<file path="src/rtl/mdu_iterative_pkg.sv">
// Shared MDU operation codes and op-decode helpers for the iterative multiply/divide unit.
`ifndef MDU_DEFINES_SVH
`define MDU_DEFINES_SVH
`define MDU_NOP   3'd0
`define MDU_MULT  3'd1
`define MDU_MULTU 3'd2
`define MDU_DIV   3'd3
`define MDU_DIVU  3'd4
`define MDU_MTHI  3'd5
`define MDU_MTLO  3'd6
`endif

package mdu_iterative_pkg;

    localparam logic [2:0] MDU_NOP   = `MDU_NOP;
    localparam logic [2:0] MDU_MULT  = `MDU_MULT;
    localparam logic [2:0] MDU_MULTU = `MDU_MULTU;
    localparam logic [2:0] MDU_DIV   = `MDU_DIV;
    localparam logic [2:0] MDU_DIVU  = `MDU_DIVU;
    localparam logic [2:0] MDU_MTHI  = `MDU_MTHI;
    localparam logic [2:0] MDU_MTLO  = `MDU_MTLO;

    function automatic logic op_is_muldiv(input logic [2:0] op);
        return (op == MDU_MULT) || (op == MDU_MULTU) || (op == MDU_DIV) || (op == MDU_DIVU);
    endfunction

    function automatic logic op_is_div(input logic [2:0] op);
        return (op == MDU_DIV) || (op == MDU_DIVU);
    endfunction

    function automatic logic op_is_signed(input logic [2:0] op);
        return (op == MDU_MULT) || (op == MDU_DIV);
    endfunction

    function automatic logic op_is_mt(input logic [2:0] op);
        return (op == MDU_MTHI) || (op == MDU_MTLO);
    endfunction

endpackage

</file>
<file path="src/rtl/mdu_iterative_if.sv">
// Issue/result bundle between the pipeline and the multiply/divide unit.
interface mdu_iterative_if #(
    parameter int unsigned WIDTH = 32
);
    logic             start;
    logic [2:0]       MDUOp;
    logic [WIDTH-1:0] A;
    logic [WIDTH-1:0] B;
    logic             flush;
    logic             busy;
    logic             done;
    logic             DivZero;
    logic [WIDTH-1:0] HI;
    logic [WIDTH-1:0] LO;

    modport master (
        output start, MDUOp, A, B, flush,
        input  busy, done, DivZero, HI, LO
    );

    modport slave (
        input  start, MDUOp, A, B, flush,
        output busy, done, DivZero, HI, LO
    );
endinterface

</file>
<file path="src/rtl/mdu_iterative_step.sv">
// One radix-2 iteration: shift-add multiply step or restoring-divide step on {hi, lo}.
module mdu_iterative_step #(
    parameter int unsigned WIDTH = 32
) (
    input  logic             i_is_div,
    input  logic [WIDTH-1:0] i_hi,
    input  logic [WIDTH-1:0] i_lo,
    input  logic [WIDTH-1:0] i_opnd,
    output logic [WIDTH-1:0] o_hi,
    output logic [WIDTH-1:0] o_lo
);
    logic [WIDTH:0] w_sum;
    logic [WIDTH:0] w_rem_sh;
    logic [WIDTH:0] w_trial;

    always_comb begin
        w_sum    = {1'b0, i_hi} + {1'b0, i_opnd};
        w_rem_sh = {i_hi, i_lo[WIDTH-1]};
        w_trial  = w_rem_sh - {1'b0, i_opnd};
        o_hi     = i_hi;
        o_lo     = i_lo;
        if (i_is_div) begin
            // Borrow out of the trial subtract means the partial remainder is restored.
            if (w_trial[WIDTH]) begin
                o_hi = w_rem_sh[WIDTH-1:0];
                o_lo = {i_lo[WIDTH-2:0], 1'b0};
            end else begin
                o_hi = w_trial[WIDTH-1:0];
                o_lo = {i_lo[WIDTH-2:0], 1'b1};
            end
        end else if (i_lo[0]) begin
            {o_hi, o_lo} = {w_sum, i_lo[WIDTH-1:1]};
        end else begin
            {o_hi, o_lo} = {1'b0, i_hi, i_lo[WIDTH-1:1]};
        end
    end
endmodule

</file>
<file path="src/rtl/mdu_iterative.sv">
// Iterative MIPS multiply/divide unit: FSM, operand/sign latches, HI/LO and sign fix-up.
module mdu_iterative
    import mdu_iterative_pkg::*;
#(
    parameter int unsigned WIDTH = 32,
    parameter int unsigned ITER  = 32
) (
    input  logic           clk,
    input  logic           rstn,
    mdu_iterative_if.slave bus
);
    typedef enum logic [1:0] {IDLE, MUL, DIV, FIX} state_e;
    localparam int unsigned CW = (ITER > 1) ? $clog2(ITER) : 1;

    state_e           r_state, w_state_nxt;
    logic [CW-1:0]    r_cnt;
    logic [WIDTH-1:0] r_acc, r_ml, r_opnd, r_hi, r_lo;
    logic             r_is_div, r_neg_lo, r_neg_hi, r_divzero, r_done;
    logic             w_accept_md, w_accept_mt, w_fix_wr, w_last, w_sgn;
    logic [WIDTH-1:0] w_step_hi, w_step_lo, w_abs_a, w_abs_b, w_q, w_r;
    logic [2*WIDTH-1:0] w_prod;

    mdu_iterative_step #(.WIDTH(WIDTH)) u_step (
        .i_is_div (r_is_div),
        .i_hi     (r_acc),
        .i_lo     (r_ml),
        .i_opnd   (r_opnd),
        .o_hi     (w_step_hi),
        .o_lo     (w_step_lo)
    );

    always_ff @(posedge clk or negedge rstn) begin
        if (!rstn) r_state <= IDLE;
        else       r_state <= w_state_nxt;
    end

    always_comb begin
        w_state_nxt = r_state;
        w_accept_md = 1'b0;
        w_accept_mt = 1'b0;
        w_fix_wr    = 1'b0;
        w_last      = (r_cnt == CW'(ITER - 1));
        unique case (r_state)
            IDLE: begin
                if (bus.start && !bus.flush) begin
                    if (op_is_muldiv(bus.MDUOp)) begin
                        w_accept_md = 1'b1;
                        w_state_nxt = op_is_div(bus.MDUOp) ? DIV : MUL;
                    end else if (op_is_mt(bus.MDUOp)) begin
                        w_accept_mt = 1'b1;
                    end
                end
            end
            MUL, DIV: if (w_last) w_state_nxt = FIX;
            FIX: begin
                w_state_nxt = IDLE;
                w_fix_wr    = 1'b1;
            end
            default: w_state_nxt = IDLE;
        endcase
        if (bus.flush) begin
            w_state_nxt = IDLE;
            w_fix_wr    = 1'b0;
        end
    end

    always_comb begin
        w_sgn   = op_is_signed(bus.MDUOp);
        w_abs_a = (w_sgn && bus.A[WIDTH-1]) ? -bus.A : bus.A;
        w_abs_b = (w_sgn && bus.B[WIDTH-1]) ? -bus.B : bus.B;
        w_prod  = r_neg_lo ? -{r_acc, r_ml} : {r_acc, r_ml};
        w_q     = r_neg_lo ? -r_ml : r_ml;
        w_r     = r_neg_hi ? -r_acc : r_acc;
    end

    always_ff @(posedge clk or negedge rstn) begin
        if (!rstn) begin
            r_cnt     <= '0;
            r_acc     <= '0;
            r_ml      <= '0;
            r_opnd    <= '0;
            r_hi      <= '0;
            r_lo      <= '0;
            r_is_div  <= 1'b0;
            r_neg_lo  <= 1'b0;
            r_neg_hi  <= 1'b0;
            r_divzero <= 1'b0;
            r_done    <= 1'b0;
        end else begin
            r_done <= 1'b0;
            if (w_accept_md) begin
                r_divzero <= 1'b0;
                r_cnt     <= '0;
                r_acc     <= '0;
                r_is_div  <= op_is_div(bus.MDUOp);
                if (op_is_div(bus.MDUOp)) begin
                    r_ml     <= w_abs_a;
                    r_opnd   <= w_abs_b;
                    // A zero divisor keeps the quotient all-ones and the remainder equal to A.
                    r_neg_lo <= w_sgn && (bus.A[WIDTH-1] ^ bus.B[WIDTH-1]) && (bus.B != '0);
                    r_neg_hi <= w_sgn && bus.A[WIDTH-1];
                end else begin
                    r_ml     <= w_abs_b;
                    r_opnd   <= w_abs_a;
                    r_neg_lo <= w_sgn && (bus.A[WIDTH-1] ^ bus.B[WIDTH-1]);
                    r_neg_hi <= 1'b0;
                end
            end
            if (w_accept_mt) begin
                r_divzero <= 1'b0;
                r_done    <= 1'b1;
                if (bus.MDUOp == MDU_MTHI) r_hi <= bus.A;
                else                       r_lo <= bus.A;
            end
            if (r_state == MUL || r_state == DIV) begin
                r_acc <= w_step_hi;
                r_ml  <= w_step_lo;
                r_cnt <= r_cnt + 1'b1;
            end
            if (w_fix_wr) begin
                r_done <= 1'b1;
                if (r_is_div) begin
                    r_lo      <= w_q;
                    r_hi      <= w_r;
                    r_divzero <= (r_opnd == '0);
                end else begin
                    {r_hi, r_lo} <= w_prod;
                end
            end
        end
    end

    assign bus.busy    = (r_state != IDLE);
    assign bus.done    = r_done;
    assign bus.DivZero = r_divzero;
    assign bus.HI      = r_hi;
    assign bus.LO      = r_lo;
endmodule

</file>
<file path="src/flat_wrapper.sv">
// flat-port wrapper written by rule: the top's interface ports become plain ports
module mdu_iterative_flat import mdu_iterative_pkg::*;
#(
    parameter int unsigned WIDTH = 32,
    parameter int unsigned ITER  = 32
)
  (clk, rstn, bus_start, bus_MDUOp, bus_A, bus_B, bus_flush, bus_busy, bus_done, bus_DivZero, bus_HI, bus_LO);
  mdu_iterative_if #(.WIDTH(WIDTH)) bus_i ();
  input  logic clk;
  input  logic rstn;
  input wire logic [$bits(bus_i.start)-1:0] bus_start;
  input wire logic [$bits(bus_i.MDUOp)-1:0] bus_MDUOp;
  input wire logic [$bits(bus_i.A)-1:0] bus_A;
  input wire logic [$bits(bus_i.B)-1:0] bus_B;
  input wire logic [$bits(bus_i.flush)-1:0] bus_flush;
  output wire logic [$bits(bus_i.busy)-1:0] bus_busy;
  output wire logic [$bits(bus_i.done)-1:0] bus_done;
  output wire logic [$bits(bus_i.DivZero)-1:0] bus_DivZero;
  output wire logic [$bits(bus_i.HI)-1:0] bus_HI;
  output wire logic [$bits(bus_i.LO)-1:0] bus_LO;
  assign bus_i.start = bus_start;
  assign bus_i.MDUOp = bus_MDUOp;
  assign bus_i.A = bus_A;
  assign bus_i.B = bus_B;
  assign bus_i.flush = bus_flush;
  assign bus_busy = bus_i.busy;
  assign bus_done = bus_i.done;
  assign bus_DivZero = bus_i.DivZero;
  assign bus_HI = bus_i.HI;
  assign bus_LO = bus_i.LO;
  mdu_iterative #(.WIDTH(WIDTH), .ITER(ITER)) u_core (.clk(clk), .rstn(rstn), .bus(bus_i));
endmodule
</file>
<file path="config.mk">
export PLATFORM = sky130hd
export DESIGN_NAME = mdu_iterative_flat
export DESIGN_NICKNAME = d
export VERILOG_FILES = /design/src/rtl/mdu_iterative_pkg.sv /design/src/rtl/mdu_iterative_if.sv /design/src/rtl/mdu_iterative_step.sv /design/src/rtl/mdu_iterative.sv /design/src/flat_wrapper.sv
export SDC_FILE = /design/constraint.sdc
export NUM_CORES = 1
export LEC_CHECK = 0
export CAP_MARGIN = 10
export CORE_MARGIN = 4
export CORE_UTILIZATION = 30
export DETAILED_ROUTE_END_ITERATION = 10
export SETUP_SLACK_MARGIN = 0.3
export SYNTH_ARGS = -nofsm -noshare
export SYNTH_HDL_FRONTEND = slang
export SYNTH_HIERARCHICAL = 1
export SYNTH_SLANG_ARGS = --single-unit
export TNS_END_PERCENT = 100
</file>
<file path="constraint.sdc">
create_clock -name clk -period 10 [get_ports clk]
set_input_delay 2 -clock clk [delete_from_list [all_inputs] [get_ports clk]]
set_output_delay 2 -clock clk [all_outputs]
set_load 0.005 [all_outputs]
</file>
==> metrics <==
status=finished, final reports clean; Hold Buf Count CTS=0; postcts setup bufs=0; synthesis-stage register bit count=172; Worst Path Required=10.35 ns; switching part of the total power=0.517; DR vias/cell=5.87; DR iter-0 viols=1553; R2R depth=15; # setup viols final=0; Tcrit/Tclk final=0.478; Final Max Tran Viols=0; hold slack=0.519 ns; drt pass-1 iters=5; internal power=3.39 mW; fillcell total=5648; met3 usage=0.0429; Num CTS Buffers=17; CP Capture Point=u_core/r_opnd[30]; YS warnings=6; largest net degree at the start of global routing=108; fin nets=2249; CTS clk-pin slew, worst paths=0.08 ns; IO Count=138; reg2reg start=u_core/r_ml[31]; syn_nets=2197; R2R Path End=u_core/r_acc[6]; die height=241 um; Synth cell types=99; first-pass GRT wire length=96300 um; Initial Util=0.303; final core occ=0.350; pwr dens=373 mW/mm^2; Clk network pwr share=0.100; CTS tree=yes; final wirelength=64100 um; RSZ-0062 raised after global routing=no; Min-Delay Startpoint=u_core/r_cnt[2]; worst vdd ir=0.229 mV; CP Class=in -> reg; num rows=85; Top FF cell, synth=dfrtp_1; drc violations=0; Max-cap violations=0; antenna-violating nets left=0; die area=0.0582 mm^2; Top Usage Layer GRT=met2; I/O Buffers=137; Post-Syn Instances=2052; via count of the first global-routing pass=16.0k; grt ovf=0; Area Growth Syn to Fin=15.3%; origin of the worst setup path=bus_A[0]; Worst setup SP type=primary input; GRT Total Usage=0.214; Slew HR=0.194; CP endpoint kind=flop; vias after detailed routing=16.5k; Post-DP HPWL=48700 um; clk sink count=172; switching pwr=3.62 mW; core area=0.0538 mm^2; antenna violations before repair=2; Post-synth EDFFs=0; clock root buffer=clkbuf_16; FMAX=0.209 GHz; layout cell share with drive strength beyond 1=0.0827; Pleak=7.47 nW; min cycle time layout=4.78 ns; final hold violations=0; setup TNS=0 ns; Fin Clk Skew=0.0252 ns; combinational power share=0.660; # resized after CTS=0; GR Layer Usage met1=0.286; post-synthesis average cell area=7.95 um^2; CTS HTree Levels=4; Worst R2R Setup Slack=5.51 ns; asr flop ratio synth=1.00; WL/cell=22.8 um; worst-case clock buffer depth=2; synthesized area=0.0163 mm^2; Inserted Diodes=0; GR Layer Usage met2=0.346; worst-path maximum fanout=7; Power Total=7.01 mW; Seq pwr share=0.239; Hold Crit Class=reg -> reg; GPL Wtd Cong=0.945; clk_lat worst skew=0.48 ns; Slew @ Worst Pin=1.20 ns; Critical Path AT=5.13 ns; Die X=241 um; Seq/Total Area, Yosys=0.264
==> how the worst min path moves through the flow <==
stage	to	slack [ns]	cells after the start
after global placement	u_core/r_state[1]	0.49	1
after global routing	u_core/r_cnt[2]	0.52	1
after CTS	u_core/r_cnt[2]	0.51	1
final	u_core/r_cnt[2]	0.52	1
after floorplan	u_core/r_cnt[2]	0.46	1
after detailed placement	u_core/r_cnt[2]	0.51	1
==> kinds of logic after synthesis <==
| kind of cell | Yosys count | share of synthesized area |
|---|---|---|
| buffers and inverters | 191 | 0.0488 |
| AO/OA/AOI/OAI | 600 | 0.235 |
| flip-flops | 172 | 0.264 |
| AND/OR/NAND/NOR | 708 | 0.212 |
| adder cells (fa/ha/maj) | 74 | 0.0577 |
| XOR/XNOR | 165 | 0.0886 |
| multiplexers | 142 | 0.0934 |
==> state kept, by name, indices dropped and copies added (netlist names) <==
register / flops
u_core/bus.DivZero: 1
u_core/bus.HI: 32
u_core/bus.LO: 32
u_core/bus.done: 1
u_core/r_acc: 32
u_core/r_cnt: 5
u_core/r_is_div: 1
u_core/r_ml: 32
u_core/r_neg_hi: 1
u_core/r_neg_lo: 1
u_core/r_opnd: 32
u_core/r_state: 2
==> layer usage <==
metal	vias to the layer above	share of wire	wire, um
met1	8124	0.43	27300
met3	114	0.070	4490
met4	0	0.035	2220
met2	677	0.47	30000
li1	7601	-	-
met5	-	0	0
==> power by group through the flow <==
stage | registers [mW] | logic (mW) | clock network (mW)
2_1_floorplan | 1.34 | 3.46 | 0
3_3_place_gp | 1.66 | 4.50 | 0
3_5_place_dp | 1.67 | 4.55 | 0
4_1_cts | 1.66 | 4.58 | 0.719
5_1_grt | 1.71 | 5.10 | 0.747
6_report | 1.68 | 4.63 | 0.705
==> critical path, cell delays in order <==
cell and delay, ns:
clkdlybuf4s50_1 0.57, inv_1 0.12, ha_1 0.17, nor3b_1 0.93, nand3_1 0.18, nor3_1 0.51
a21oi_1 0.17, xnor2_1 0.18, a221o_1 0.30
==> final cells by class <==
type,instances,area [um^2],share of cell area
Multi-Input combinational cell,1689,11300,0.598
Sequential cell,172,4310,0.229
Timing Repair Buffer,155,1510,0.0802
Tap cell,696,871,0.0463
Clock buffer,17,425,0.0226
Inverter,69,259,0.0138
Clock inverter,15,185,0.00985
==> stage by stage <==
step	cell area, um^2	std cells	setup WS, ns
floorplan	16300	2052	5.99
global placement	18200	2781	4.90
detailed placement	18200	2781	4.87
CTS	18800	2813	5.37
global route	18800	2813	5.10
finish	18800	2813	5.22
==> Yosys cell counts, types with 5 or more instances <==
cell type	number	area share
xor2_1	53	0.028
o41ai_1	11	0.0059
xnor2_1	112	0.060
a21oi_1	153	0.047
nor4_1	39	0.015
inv_1	68	0.016
o221ai_1	22	0.012
o21bai_1	6	0.0028
nand4_1	26	0.010
nand2b_1	21	0.0081
or3_1	14	0.0054
clkbuf_1	98	0.023
mux2_2	76	0.052
o21ai_0	167	0.051
a21o_1	25	0.012
buf_1	10	0.0023
or2_2	6	0.0023
o31ai_1	35	0.016
a311oi_1	5	0.0027
a41oi_1	5	0.0027
a211oi_1	38	0.017
nor2_1	121	0.028
ha_1	72	0.055
o211ai_1	24	0.011
nor3_1	42	0.013
dfrtp_1	172	0.26
mux2i_1	63	0.039
a31oi_1	22	0.0084
o21a_1	10	0.0046
buf_6	5	0.0035
and2_1	7	0.0027
nor2b_1	39	0.015
a221o_1	7	0.0043
o21ai_1	10	0.0031
and4_1	8	0.0043
nand3b_1	5	0.0023
a22oi_1	5	0.0023
o22ai_1	10	0.0038
and3_1	10	0.0038
or4_1	12	0.0055
nand3_1	36	0.011
nand2_1	292	0.067
==> layout by cell type, fill, tap and decap left out, types with 68 or more instances in the layout <==
cell and n:
nor2_1 119, ha_1 71, clkdlybuf4s50_1 136, o21ai_0 167
xnor2_1 112, nand2_1 292, dfrtp_1 170, mux2_2 76
inv_1 68, a21oi_1 153
Power figures use the tool's default switching activity.
